===== src/rtl/turn_signal_sequencer.sv =====
`default_nettype none
// ============================================================================
// Module      : turn_signal_sequencer
// Description : Drives the six tail-light lamps from the 2-bit light-mode
//               code. A prescaler sets the animation step rate. Left and
//               right run a 3-lamp outward chase, and hazard flashes all six
//               lamps together.
//
//   Ports
//     clock          in   1   system clock, rising-edge active
//     reset          in   1   synchronous, active-low reset
//     current_state  in   2   00 idle, 01 left, 10 right, 11 hazard
//     LEDR           out  10  [5:3] left lamps (3 inner, 5 outer),
//                             [2:0] right lamps (2 inner, 0 outer),
//                             [9:6] unused, always 0
//
//   Parameters
//     TICK_DIV       clock cycles per animation step (>= 1)
//
// Revision    : 1.0  initial release
// ============================================================================
module turn_signal_sequencer #(
    parameter int TICK_DIV = 12500000
) (
    input  logic       clock,
    input  logic       reset,
    input  logic [1:0] current_state,
    output logic [9:0] LEDR
);

    // A divider of 1 still needs a 1-bit counter to keep the logic uniform.
    localparam int c_CNT_W = (TICK_DIV > 1) ? $clog2(TICK_DIV) : 1;

    localparam logic [c_CNT_W-1:0] c_CNT_LAST = c_CNT_W'(TICK_DIV - 1);
    localparam logic [c_CNT_W-1:0] c_CNT_ZERO = '0;
    localparam logic [c_CNT_W-1:0] c_CNT_ONE  = c_CNT_W'(1);

    localparam logic [1:0] c_MODE_IDLE   = 2'b00;
    localparam logic [1:0] c_MODE_LEFT   = 2'b01;
    localparam logic [1:0] c_MODE_RIGHT  = 2'b10;
    localparam logic [1:0] c_MODE_HAZARD = 2'b11;

    logic [1:0]         r_mode;
    logic [c_CNT_W-1:0] r_div_cnt;
    logic [1:0]         r_step;
    logic [9:0]         w_ledr;

    // Priority order is reset, then mode change, then the idle hold, then the
    // prescaler tick. The mode input is sampled directly, so a pulse that
    // returns to the old value between edges never restarts the animation.
    always_ff @(posedge clock) begin
        if (!reset) begin
            r_mode    <= c_MODE_IDLE;
            r_div_cnt <= c_CNT_ZERO;
            r_step    <= 2'd0;
        end else if (current_state != r_mode) begin
            r_mode    <= current_state;
            r_div_cnt <= c_CNT_ZERO;
            r_step    <= 2'd0;
        end else if (r_mode == c_MODE_IDLE) begin
            r_div_cnt <= c_CNT_ZERO;
            r_step    <= 2'd0;
        end else if (r_div_cnt == c_CNT_LAST) begin
            r_div_cnt <= c_CNT_ZERO;
            // Two-bit wrap gives the 4-phase chase. Hazard uses only bit 0.
            r_step    <= r_step + 2'd1;
        end else begin
            r_div_cnt <= r_div_cnt + c_CNT_ONE;
        end
    end

    // Lamp pattern is a pure decode of the registered state, so the new
    // pattern appears on the same edge that updates the registers.
    always_comb begin
        w_ledr = 10'd0;
        case (r_mode)
            c_MODE_LEFT: begin
                case (r_step)
                    2'd0:    w_ledr[5:3] = 3'b000;
                    2'd1:    w_ledr[5:3] = 3'b001;
                    2'd2:    w_ledr[5:3] = 3'b011;
                    default: w_ledr[5:3] = 3'b111;
                endcase
            end
            c_MODE_RIGHT: begin
                case (r_step)
                    2'd0:    w_ledr[2:0] = 3'b000;
                    2'd1:    w_ledr[2:0] = 3'b100;
                    2'd2:    w_ledr[2:0] = 3'b110;
                    default: w_ledr[2:0] = 3'b111;
                endcase
            end
            c_MODE_HAZARD: begin
                w_ledr[5:0] = r_step[0] ? 6'b000000 : 6'b111111;
            end
            default: begin
                w_ledr = 10'd0;
            end
        endcase
    end

    assign LEDR = w_ledr;

endmodule
`default_nettype wire


===== config.mk =====
export PLATFORM = sky130hd
export DESIGN_NAME = turn_signal_sequencer
export DESIGN_NICKNAME = d
export VERILOG_FILES = /design/src/rtl/turn_signal_sequencer.sv
export SDC_FILE = /design/constraint.sdc
export NUM_CORES = 1
export LEC_CHECK = 0
export ABC_AREA = 1
export ABC_CLOCK_PERIOD_IN_PS = 1500
export BUFFER_PORTS_ARGS = -buffer_cell sky130_fd_sc_hd__buf_2
export CAP_MARGIN = 10
export CORE_MARGIN = 4
export CORE_UTILIZATION = 35
export CTS_BUF_LIST = sky130_fd_sc_hd__clkbuf_8
export CTS_CLUSTER_DIAMETER = 100
export DETAILED_ROUTE_END_ITERATION = 8
export PLACE_DENSITY = 0.53
export SETUP_SLACK_MARGIN = 0.5
export SYNTH_ARGS = -nofsm -noshare
export SYNTH_HDL_FRONTEND = slang
export SYNTH_SLANG_ARGS = --single-unit
export TNS_END_PERCENT = 100

===== constraint.sdc =====
create_clock -name clock -period 1.5 [get_ports clock]
set_clock_uncertainty 0.15 [all_clocks]
set_input_delay 0.15 -clock clock [delete_from_list [all_inputs] [get_ports clock]]
set_output_delay 0.15 -clock clock [all_outputs]
set_load 0.01 [all_outputs]

==> metrics.md <==
| Metric | Value |
|---|---|
| Sum Neg Setup Slack | 0 ns |
| Main synth FF type | dfxtp_1 |
| I/O Buffers | 9 |
| Main combinational cell family by area after synthesis | simple AND/OR/NAND/NOR gates |
| CP peak stage delay | 0.38 ns |
| Post-synth EDFFs | 0 |
| Total routed wirelength | 3650 um |
| Outcome | finished, final reports clean |
| Drt drc | 0 |
| Synth Warn # | 0 |
| Clock latency on the worst-skew pair | 0.27 ns |
| Worst-path cell chain | ha_4, nand3_4, nor2_4, nand3_4, nand2_4, buf_6, clkbuf_16, nor2_1 |
| P_leak | 0.000902 uW |
| WS Path Type | reg2reg |
| Area growth syn-to-layout | 53.7% |
| Final period utilization | 99.5% |
| GPL Wtd Cong | 0.796 |
| CTS Buffer Depth | 2 |
| Vias in the first global route | 1,302 |
| Sequential cell area fraction in the yosys report | 36.0% |
| CTS tree | done |
| Die ar. | 5580 um2 |
| Worst Path Max Fanout | 5 |
| Slowest CP cell | dfxtp_4 |
| Max-Cap Viols | 0 |
| Post-place setup slack | 0.0558 ns |
| DR iter-0 viols | 31 |
| Req. time, crit path | 1.53 ns |
| Vias per cell | 4.52 |
| Hold_ws | 0.382 ns |
| Worst-path clk slew | 0.10 ns |
| Total gr overflow | 0 |
| #FFs+latches synth | 28 |
| Fin crit period | 1.49 ns |
| CTS root buffer | clkbuf_8 |
| Multiplexer area fraction after synthesis | 0% |
| Max frequency | 670 MHz |
| CP Capture Type | flip-flop |
| Mapped cell area | 1560 um2 |
| First-pass GRT wire length | 5790 um |
| Initial antenna violation count | 0 |
| Critical Path Most Common Cell | nand3_4 |
| Synth cell types | 24 |
| Final worst slack | 0.00750 ns |
| Post-Synth Adder-Cell Area | 3.21% |
| Setup violators final | 0 |
| Simple-gate share of the synthesized area | 38.6% |
| # clock sinks | 28 |
| Pins over their slew limit | 0 |
| Power, Total | 1290 uW |
| Die X | 74.7 um |
| GRT Util Overall | 13.7% |
| Share of layout cells above drive strength 1 | 49.4% |
| I/O pin total | 14 |
| Power per cell area | 540 nW/um2 |
| Post-Synth XOR/XNOR Area | 9.00% |
| DR vias | 1,442 |
| Gate Count Post-Synth | 228 |
| Hold Crit Class | reg2reg |
| Synth Area in Compound Gates | 3.78% |
| # H-tree levels | 1 |
| DR WL/cell | 11.4 um |
| Antenna diode count | 0 |
| Critical Path Start Type | flip-flop |
| Asr flop ratio synth | 0% |
| Largest net degree at the start of global routing | 15 |
| Die Height | 74.7 um |
| DP Wirelength | 2340 um |
| Drt pass-1 iters | 4 |
| Inserted Clock Buffers | 3 |
| Final #Nets | 279 |
| Core Region | 4140 um2 |
| Synth Area per Inst | 6.83 um2 |
| Core Rows | 23 |
| Worst EP arrival | 1.52 ns |
| Starting density of the core | 37.6% |
| RSZ-0062 raised after global routing | true |
| Worst VDD drop | 0.000381 V |
| Fin. Hold Viols | 0 |
| DRT antenna net count | 0 |
## sequential cells by signal, indices dropped and copies added, names as in the netlist
signal	flops
r_div_cnt	24
r_mode	2
r_step	2
## per-layer routing
| metal | routed length, um | share of wire, % | global-route usage [%] | vias up |
|---|---|---|---|---|
| met2 | 1660 | 46 | 22.2 | 30 |
| met3 | 141 | 3.9 | 1.87 | 6 |
| li1 | - | - | - | 772 |
| met5 | 0 | 0 | 0 | - |
| met4 | 80 | 2.2 | 6.52 | 0 |
| met1 | 1760 | 48 | 17.8 | 634 |
## synth_stat cells (all sizes together) (3+ instances only)
cell type / n / area, um2
nor2: 63 / 269
nand2: 58 / 225
dfxtp: 28 / 561
inv: 24 / 90.1
nand3: 12 / 65.1
xor2: 10 / 87.6
o21ai: 8 / 40.0
buf: 6 / 52.6
xnor2: 6 / 52.6
ha: 4 / 50.1
a21oi: 3 / 18.8
## critical path: cells and delay by family, from the launching register on
family | cells | cell delay, ns
simple gates | 5 | 0.45
flops | 1 | 0.38
fa+ha+maj | 1 | 0.16
buf+inv | 2 | 0.25
## power by group
group / total [uW] / switching [uW] / leakage [uW] / internal, uW
Clock: 423 / 242 / 0.0000216 / 181
Combinational: 126 / 59.4 / 0.000640 / 66.1
Sequential: 744 / 5.94 / 0.000240 / 738
Total: 1290 / 307 / 0.000902 / 985
## placed cells by master, fill, tap and decap left out, types with 2 or more instances in the layout
| cell | Yosys | routed |
|---|---|---|
| nand2_1 | 55 | 47 |
| nor2_1 | 54 | 33 |
| inv_1 | 24 | 19 |
| buf_4 | 4 | 19 |
| dfxtp_2 | 0 | 19 |
| nor2_4 | 2 | 16 |
| nor2_2 | 7 | 14 |
| xor2_1 | 10 | 10 |
| nand2_2 | 3 | 8 |
| buf_2 | 0 | 7 |
| buf_6 | 2 | 7 |
| nand3_1 | 11 | 6 |
| dfxtp_4 | 0 | 6 |
| o21ai_2 | 0 | 4 |
| xnor2_1 | 6 | 4 |
| ha_4 | 0 | 4 |
| conb_1 | 1 | 4 |
| inv_4 | 0 | 3 |
| nand3_4 | 0 | 3 |
| nand2_4 | 0 | 3 |
| nand3_2 | 1 | 3 |
| clkbuf_8 | 0 | 3 |
| dlygate4sd3_1 | 0 | 3 |
| dfxtp_1 | 28 | 3 |
| o21ai_4 | 0 | 2 |
| o21ai_1 | 1 | 2 |
| xnor2_2 | 0 | 2 |
| a21oi_1 | 2 | 2 |
| clkbuf_16 | 0 | 2 |
| buf_12 | 0 | 2 |
## layout make-up
| class | instances | area [um2] |
|---|---|---|
| well taps | 50 | 62.6 |
| clock buffers | 3 | 41.3 |
| repair buffers | 41 | 404 |
| fillers | 374 | 1750 |
| multi-input cells | 173 | 1180 |
| flip-flops and latches | 28 | 607 |
| inverters | 24 | 103 |
## cells by family (layout without fill, tap and decap cells)
logic type               Yosys count  after routing
AO/OA/AOI/OAI                     11             11
flip-flops                        28             28
adder cells (fa/ha/maj)            4              4
buffers and inverters             30             68
XOR/XNOR                          16             16
AND/OR/NAND/NOR                  138            138
other                              1              4
## metrics by stage
step	instance area (um2)	instances	util (%)
6_report	2390	319	57.8
5_1_grt	2390	319	57.8
4_1_cts	2120	309	51.3
3_5_place_dp	1810	292	43.6
3_3_place_gp	1810	292	43.6
2_1_floorplan	1680	231	-
## final timing paths
| path | startpoint | end | slack, ns | cells past startpoint |
|---|---|---|---|---|
| max | r_div_cnt[0] | r_div_cnt[15] | 0.007 | 8 |
| max reg2reg | r_div_cnt[0] | r_div_cnt[15] | 0.007 | 8 |
| min reg2reg | r_div_cnt[20] | r_div_cnt[20] | 0.38 | 2 |
| min | r_div_cnt[20] | r_div_cnt[20] | 0.38 | 2 |
## repair_timing
action                     in CTS  in global routing
setup endpoints to repair      32                 32
hold endpoints to repair        2                  0
hold buffers                    3                  0
gates resized for setup        50                 42
pin swaps                      15                 28
setup buffers                  10                  8
gates cloned                    1                  2
No activity file was read; power rests on OpenSTA's default activity.
